File: src/rtl/fp_round_pipe.sv
// Two-stage rounding pipeline for a small unsigned float format, with
// valid/ready handshaking on both sides and a saturating count of saturated results.
module fp_round_pipe #(
  parameter int EXP_W = 3,
  parameter int SIG_W = 4,
  parameter int CNT_W = 8
) (
  input  logic             clk,
  input  logic             rst,
  input  logic             in_valid,
  output logic             in_ready,
  input  logic [EXP_W-1:0] in_exp,
  input  logic [SIG_W-1:0] in_sig,
  input  logic             in_guard,
  input  logic             in_sticky,
  input  logic [1:0]       in_mode,
  output logic             out_valid,
  input  logic             out_ready,
  output logic [EXP_W-1:0] out_exp,
  output logic [SIG_W-1:0] out_sig,
  output logic             out_sat,
  output logic [CNT_W-1:0] sat_count
);

  function automatic logic round_inc(input logic [1:0] mode, input logic guard,
                                     input logic sticky, input logic lsb);
    case (mode)
      2'b00:   return guard;
      2'b10:   return guard & (sticky | lsb);
      default: return 1'b0;
    endcase
  endfunction

  // Returns {sat, exp, sig}; a carry out of the significand bumps the exponent,
  // and with no exponent headroom left the value clamps at the all-ones maximum.
  function automatic logic [EXP_W+SIG_W:0] round_apply(input logic [EXP_W-1:0] e,
                                                       input logic [SIG_W-1:0] s,
                                                       input logic inc);
    logic             sat;
    logic [EXP_W-1:0] re;
    logic [SIG_W-1:0] rs;
    sat = 1'b0;
    re  = e;
    rs  = s;
    if (inc) begin
      if (s != '1) begin
        rs = s + 1'b1;
      end else if (e != '1) begin
        re = e + 1'b1;
        rs = {1'b1, {(SIG_W-1){1'b0}}};
      end else begin
        sat = 1'b1;
      end
    end
    return {sat, re, rs};
  endfunction

  function automatic logic [CNT_W-1:0] sat_incr(input logic [CNT_W-1:0] c);
    return (c == '1) ? c : c + 1'b1;
  endfunction

  logic                   vld_p1, vld_p2;
  logic [EXP_W-1:0]       exp_p1;
  logic [SIG_W-1:0]       sig_p1;
  logic                   inc_p1;
  logic                   acc_p0, adv_p1;
  logic [EXP_W+SIG_W:0]   res_p1;

  assign in_ready  = !vld_p1 || !vld_p2 || out_ready;
  assign acc_p0    = in_valid && in_ready;
  assign adv_p1    = vld_p1 && (!vld_p2 || out_ready);
  assign out_valid = vld_p2;
  assign res_p1    = round_apply(exp_p1, sig_p1, inc_p1);

  // Stage 1: operands and the increment decision, captured at acceptance
  always_ff @(posedge clk) begin
    if (acc_p0) begin
      exp_p1 <= in_exp;
      sig_p1 <= in_sig;
      inc_p1 <= round_inc(in_mode, in_guard, in_sticky, in_sig[0]);
    end
  end

  always_ff @(posedge clk or posedge rst) begin
    if (rst) begin
      vld_p1 <= 1'b0;
    end else if (acc_p0) begin
      vld_p1 <= 1'b1;
    end else if (adv_p1) begin
      vld_p1 <= 1'b0;
    end
  end

  // Stage 2: final result register driving the output port
  always_ff @(posedge clk or posedge rst) begin
    if (rst) begin
      vld_p2    <= 1'b0;
      out_exp   <= '0;
      out_sig   <= '0;
      out_sat   <= 1'b0;
      sat_count <= '0;
    end else begin
      if (adv_p1) begin
        vld_p2                      <= 1'b1;
        {out_sat, out_exp, out_sig} <= res_p1;
      end else if (out_ready) begin
        vld_p2 <= 1'b0;
      end
      if (vld_p2 && out_ready && out_sat) begin
        sat_count <= sat_incr(sat_count);
      end
    end
  end

endmodule

File: config.mk
export PLATFORM = sky130hd
export DESIGN_NAME = fp_round_pipe
export DESIGN_NICKNAME = d
export VERILOG_FILES = /design/src/rtl/fp_round_pipe.sv
export SDC_FILE = /design/constraint.sdc
export NUM_CORES = 1
export LEC_CHECK = 0
export CORE_MARGIN = 5
export CORE_UTILIZATION = 50
export DETAILED_ROUTE_END_ITERATION = 7
export PLACE_DENSITY = 0.83
export SETUP_SLACK_MARGIN = 0.3
export SLEW_MARGIN = 0
export SYNTH_ARGS = -nofsm -noshare
export SYNTH_HDL_FRONTEND = slang
export SYNTH_SLANG_ARGS = --single-unit
File: constraint.sdc
create_clock -name clk -period 2.2 [get_ports clk]
set_input_delay 0.44 -clock clk [delete_from_list [all_inputs] [get_ports clk]]
set_output_delay 0.44 -clock clk [all_outputs]
set_load 0.05 [all_outputs]
==> impl_metrics.toml, run 1 <==
[outcome]
outcome = "finished clean"

[worst_setup_path]
startpoint_type = "flop"
worstPathCellList = "dlygate4sd2_1"
critPathRequiredTime_ns = 1.76
crit_fanout = 7
crit_buf_inv = 1
path_class = "flop to primary output"
critical_path.top_delay_family = "buffers and inverters"
arrival_ns = 1.36
critPathMaxStageDelay_ns = 0.56
setup.worst_path.end_class = "primary output"
cp_slowest_cell = "dlygate4sd2_1"

[power_and_ir_drop]
p_total_mw = 1.109
irDropWorstVdd_mv = 0.4511
powerDensity_mw_per_mm2 = 712.5
p_leak_nw = 0.7174

[sta]
period_share = 0.8163
fmax_ghz = 0.5569
slew_viol_final = 0
fin_skew_ns = 0.003823
setup_violations = 0
relSlewSlack = 0.5670
rsz0062_at_grt = "false"
period_needed_ns = 1.796
final_hold_viol_count = 0
worstMarginPinSlew_ns = 0.6488
hold_ws_ns = 0.4896
tns_ns = 0

[worst_hold_path]
hold_class = "flop to flop"

[clocking]
h-tree-depth = 1
cts_buffers = 3
cts-root-buf = "clkbuf_4"
clock_path_buffers = 2
cts_sinks = 26
cts.clk_slew.worst_paths_ns = 0.13
cts_hold_buffers = 0
clock_latency_ns = 0.31
cts_tree = "built"

[yosys]
syn_inst = 101
syn_area_mm2 = 0.001165
ys_ff_latch = 26
synth_top_family_by_area = "simple AND/OR/NAND/NOR gates"
ys_warn_count = 0
yosys.cell_types.count = 26
syn_nets = 119
avgSynthCellArea_um2 = 11.53
synthMuxAreaShare = 0.05908
synthAdderAreaFrac = 0.03222
synthSimpleGateAreaFrac = 0.1686
synth_seq_area_share = 0.5929
synth-xor-area-share = 0.03759
synth_compound_area_frac = 0.09560

[detailed_routing]
drc = 0
wire_per_inst_um = 12.75
via_per_inst = 5.299
ant_nets = 0
drt_iter0_drc = 18
vias = 869
dr.pass1.iters = 5
wl_um = 2091

[die]
num_rows = 17
io_pins = 33
die_w_um = 58.27
floorplan.initialDensity = 0.5266
dieArea_mm2 = 0.003395
die_h_um = 58.27
core_area_mm2 = 0.002212

[job]
maxCapViolCount = 0

[global_routing]
grt_pass1_vias = 879
grt_usage = 0.1361
grt_max_degree = 19
gr-total-overflow = 0
grt_pass1_wl_um = 3643
antenna_found_initial = 0

[final_layout]
fin_nets = 155
fillers = 175
diodes = 0
multi_input_area_um2 = 457.9
regArea_um2 = 690.7
layout-drive-gt1-share = 0.08824
syn2layout_area_growth_pct = 33.62

[place]
io_buffers = 32
hpwl_um = 1632
routabilityCongestion = 0.7548
## cell families after synthesis
kind of cell | count (synthesis)
buf+inv | 4
simple gates | 38
compound gates | 19
xor+xnor | 5
fa+ha+maj | 3
flops | 26
mux | 6
## metal layers
layer | vias to the layer above | GRT usage | routed length, um
met5 | - | 0 | 0
met2 | 26 | 0.2648 | 1134
met4 | 0 | 0.05298 | 17
li1 | 430 | - | -
met1 | 411 | 0.1404 | 803
met3 | 2 | 0.02450 | 136
## per-stage QoR
stage	instances	utilization	setup WS [ns]	instance area [um^2]
final	164	0.7036	0.4042	1556
after global routing	164	0.7036	0.3362	1556
after CTS	164	0.7036	0.3835	1556
after detailed placement	160	0.6895	0.3600	1525
after global placement	160	0.6895	0.3829	1525
after floorplan	101	-	0.3218	1165
## power breakdown
group	internal [mW]	switching (mW)	total [mW]
Clock	0.184	0.130	0.314
Sequential	0.538	0.0264	0.564
Combinational	0.0760	0.155	0.231
## flip-flops by register name, indices dropped and copies added, names as in the netlist
signal and count:
exp_p1 3, out_sig 4, out_sat 1, out_valid 1, inc_p1 1, vld_p1 1, out_exp 3, sig_p1 4
sat_count 8
## final timing paths
path | end | depth (start not counted) | slack, ns | start
worst max-delay path | sat_count[2] | 1 | 0.40 | sat_count[2]$_DFFE_PP0P_
worst min-delay path | out_sig[2]$_DFFE_PP0P_ | 2 | 0.49 | out_sig[2]$_DFFE_PP0P_
worst max register to register | sat_count[1]$_DFFE_PP0P_ | 4 | 0.70 | sat_count[0]$_DFFE_PP0P_
worst min register to register | out_sig[2]$_DFFE_PP0P_ | 2 | 0.49 | out_sig[2]$_DFFE_PP0P_
max in group asynchronous | sat_count[3]$_DFFE_PP0P_ | 2 | 1.28 | rst
min in group asynchronous | sat_count[7]$_DFFE_PP0P_ | 2 | 0.51 | rst
## cell usage after synthesis
cell type	n	share of area
a21oi_1	7	0.030
a21oi_2	1	0.0075
a31oi_1	3	0.016
and2_1	1	0.0054
and3_1	2	0.011
buf_2	1	0.0043
dfrtp_1	18	0.39
edfxtp_1	8	0.21
ha_1	3	0.032
inv_1	3	0.0097
mux2_2	3	0.029
mux2_4	1	0.013
mux2i_1	2	0.017
nand2_1	14	0.045
nand2b_1	6	0.032
nand3_1	5	0.021
nand3b_1	1	0.0064
nand4_1	5	0.027
nand4_2	1	0.011
nor2_1	3	0.0097
o21a_2	1	0.0075
o21ai_0	3	0.013
o21ai_1	2	0.0086
o31ai_1	2	0.013
xnor2_1	4	0.030
xor2_1	1	0.0075
## worst register-to-register path, delay by kind of cell, from the launching register on
family,cells,cell delay (ns)
flops,1,0.45
compound gates,1,0.29
fa+ha+maj,1,0.23
mux,1,0.30
simple gates,1,0.14
## layout by cell type, fill, tap and decap left out, drive strengths merged, types with 2 or more instances in the layout
cell,synthesis,final
dfrtp,18,18
dlygate4sd2,0,17
nand2,14,14
clkdlybuf4s50,0,14
edfxtp,8,8
a21oi,8,8
nand2b,6,6
nand4,6,6
nand3,5,5
o21ai,5,5
xnor2,4,4
mux2,4,4
nor2,3,3
inv,3,3
a31oi,3,3
ha,3,3
clkbuf,0,3
mux2i,2,2
and3,2,2
o31ai,2,2
## timing repair
action,in CTS,in global routing
endpoints found under the setup margin,17,0
hold endpoints to repair,0,0
resized for setup,17,0
setup buffers,0,0
## final cells by class
type	count	area share
Sequential cell	26	0.4437
Multi-Input combinational cell	71	0.2942
Timing Repair Buffer	32	0.1986
Tap cell	28	0.02251
Clock inverter	1	0.01929
Clock buffer	3	0.01447
Inverter	3	0.007235
Power figures use the tool's default switching activity.
==> run 2, diff against run 1 <==
--- a/config.mk
+++ b/config.mk
@@ -6,9 +6,9 @@
 export NUM_CORES = 1
 export LEC_CHECK = 0
 export CORE_MARGIN = 5
-export CORE_UTILIZATION = 50
+export CORE_UTILIZATION = 42
 export DETAILED_ROUTE_END_ITERATION = 7
-export PLACE_DENSITY = 0.83
+export PLACE_DENSITY = 0.75
 export SETUP_SLACK_MARGIN = 0.3
 export SLEW_MARGIN = 0
 export SYNTH_ARGS = -nofsm -noshare
==> constraint.sdc (replaced) <==
create_clock -name clk -period 1.6 [get_ports clk]
set_input_delay 0.32 -clock clk [delete_from_list [all_inputs] [get_ports clk]]
set_output_delay 0.32 -clock clk [all_outputs]
set_load 0.05 [all_outputs]
==> run 2 against run 1 <==
Effect of this change: register-to-register slack lost 0.49 ns; die area grew 16%; power increased by 48%; utilization is 2.5 points higher; sequential power up 39%; clock power increased by 47%; worst setup slack worse by 0.24 ns; design area is 27% higher; clock skew shrank 0.0011 ns; first-iteration DRC count rose by 89%; largest cell class unchanged.
==> impl_metrics.toml, run 2 (synthesized netlist as in run 1, its figures left out) <==
[die]
dieArea_mm2 = 0.003927
core_area_mm2 = 0.002710
floorplan.initialDensity = 0.4298
die_w_um = 62.67
num_rows = 19
die_h_um = 62.67
io_pins = 33

[sta]
rsz0062_at_grt = "true"
period_share = 0.8971
fin_skew_ns = 0.002692
relSlewSlack = 0.8306
setup_ws_ns = 0.1646
setup_violations = 0
hold_ws_ns = 0.2810
fmax_ghz = 0.6967
final_hold_viol_count = 0
period_needed_ns = 1.435
slew_viol_final = 0
worstMarginPinSlew_ns = 0.2541

[final_layout]
top_regs = "sat_count x8, out_sig x4, sig_p1 x4"
final_common_cell = "buf_4"
layout-drive-gt1-share = 0.4907
fillers = 179
final_cell_mix = "26 x buf_4, 13 x nand2_1, 13 x clkdlybuf4s50_1"
largest_reg_flops = 8
diodes = 0
fin_area_mm2 = 0.001976
fin_nets = 180
syn2layout_area_growth_pct = 69.60
top_register = "sat_count"

[global_routing]
grt_pass1_vias = 1095
grt_usage = 0.1494
gr-total-overflow = 0
grt_pass1_wl_um = 4788
grt_max_degree = 19
antenna_found_initial = 0

[worst_setup_path]
arrival_ns = 1.12
path_class = "flop to primary output"
rrSetupSlack_ns = 0.21
reg2reg_from = "sat_count[0]$_DFFE_PP0P_"
critPathRequiredTime_ns = 1.28
setup.worst_path.end_class = "primary output"
startpoint_type = "flop"
regToRegEndpoint = "sat_count[1]$_DFFE_PP0P_"
crit_fanout = 4
r2r_cells = 4

[detailed_routing]
vias = 1021
drc = 0
ant_nets = 0
wire_per_inst_um = 15.32
drt_iter0_drc = 34
dr.pass1.iters = 4
wl_um = 2941
via_per_inst = 5.318

[clocking]
h-tree-depth = 1
clock_path_buffers = 2
cts_buffers = 3
clock_latency_ns = 0.32
cts_tree = "built"
cts_sinks = 26
cts_hold_buffers = 0
cts-root-buf = "clkbuf_4"
cts.clk_slew.worst_paths_ns = 0.15

[place]
place_ws_ns = -0.1104
io_buffers = 32
routabilityCongestion = 0.7866
place_area_mm2 = 0.001672

[power_and_ir_drop]
p_switching_mw = 0.4834
p_int_mw = 1.155
p_comb_frac = 0.241
irDropWorstVdd_mv = 0.5974
powerDensity_mw_per_mm2 = 829.3
power_frac_seq = 0.478
switching_share = 0.2951
p_leak_nw = 0.8511
pwr-share-clk = 0.281

[worst_hold_path]
hold_class = "input pin to asynchronous set/reset pin"

[job]
maxCapViolCount = 0

[outcome]
outcome = "finished clean"
[run 2: power by group through the flow]
| stage | Clock [mW] | Sequential [mW] | Combinational [mW] |
|---|---|---|---|
| after global placement | 0 | 0.794 | 0.352 |
| after CTS | 0.462 | 0.781 | 0.384 |
| after global routing | 0.493 | 0.790 | 0.420 |
| after floorplan | 0 | 0.915 | 0.0870 |
| after detailed placement | 0 | 0.797 | 0.358 |
| final | 0.461 | 0.783 | 0.394 |
[run 2: worst max-delay path by stage]
stage / slack (ns) / to / startpoint / cells past startpoint
4_1_cts: 0.17 / in_ready / out_valid$_DFFE_PP0P_ / 2
3_5_place_dp: -0.11 / sat_count[7]$_DFFE_PP0P_ / out_ready / 5
5_1_grt: 0.11 / in_ready / out_valid$_DFFE_PP0P_ / 2
6_report: 0.16 / in_ready / out_valid$_DFFE_PP0P_ / 2
2_1_floorplan: -0.009 / exp_p1[0]$_DFFE_PP_ / out_valid$_DFFE_PP0P_ / 2
3_3_place_gp: -0.09 / sat_count[7]$_DFFE_PP0P_ / out_ready / 5
[run 2: metrics by stage]
step                      power [mW]  instances  utilization  TNS [ns]
final                          1.638        192       0.7290         0
after global routing           1.704        192       0.7290         0
after CTS                      1.627        186       0.6967         0
after detailed placement       1.155        166       0.6168   -0.3611
after global placement         1.146        166       0.6168   -0.2412
after floorplan                1.002        101            -  -0.07243
[run 2: critical path: stages, from the launching register on]
cell and delay, ns:
dfrtp_2 0.46, nand3b_1 0.17, buf_12 0.16
[run 2: timing repair]
item,in CTS,in global routing
setup buffers,16,6
pin swaps,6,7
endpoints found under the setup margin,15,24
hold endpoints to repair,0,0
resized for setup,12,14
[run 2: final cells by class]
| type | instances | area [um^2] | share of cell area |
|---|---|---|---|
| clock buffers | 3 | 22.52 | 0.01140 |
| clock inverters | 1 | 30.03 | 0.01520 |
| inverters | 3 | 11.26 | 0.005700 |
| multi-input cells | 71 | 556.8 | 0.2818 |
| flip-flops and latches | 26 | 703.2 | 0.3559 |
| well taps | 31 | 38.79 | 0.01963 |
| repair buffers | 57 | 613.1 | 0.3103 |
[run 2: per-layer routing]
metal  routed length [um]  track usage  vias to the layer above  part of all wire
li1                     -            -                      484                 -
met1                 1049       0.1453                      485              0.36
met2                 1624       0.2798                       44              0.55
met3                  201      0.04676                        8             0.068
met4                   65      0.07162                        0             0.022
met5                    0            0                        -                 0
==> run 3, diff against run 2 <==
--- a/config.mk
+++ b/config.mk
@@ -7,6 +7,7 @@
 export LEC_CHECK = 0
 export CORE_MARGIN = 5
 export CORE_UTILIZATION = 42
+export CTS_CLUSTER_DIAMETER = 120
 export DETAILED_ROUTE_END_ITERATION = 7
 export PLACE_DENSITY = 0.75
 export SETUP_SLACK_MARGIN = 0.3
==> results of run 3 <==
The final DEF is identical to that of run 2; final timing and power are the same.
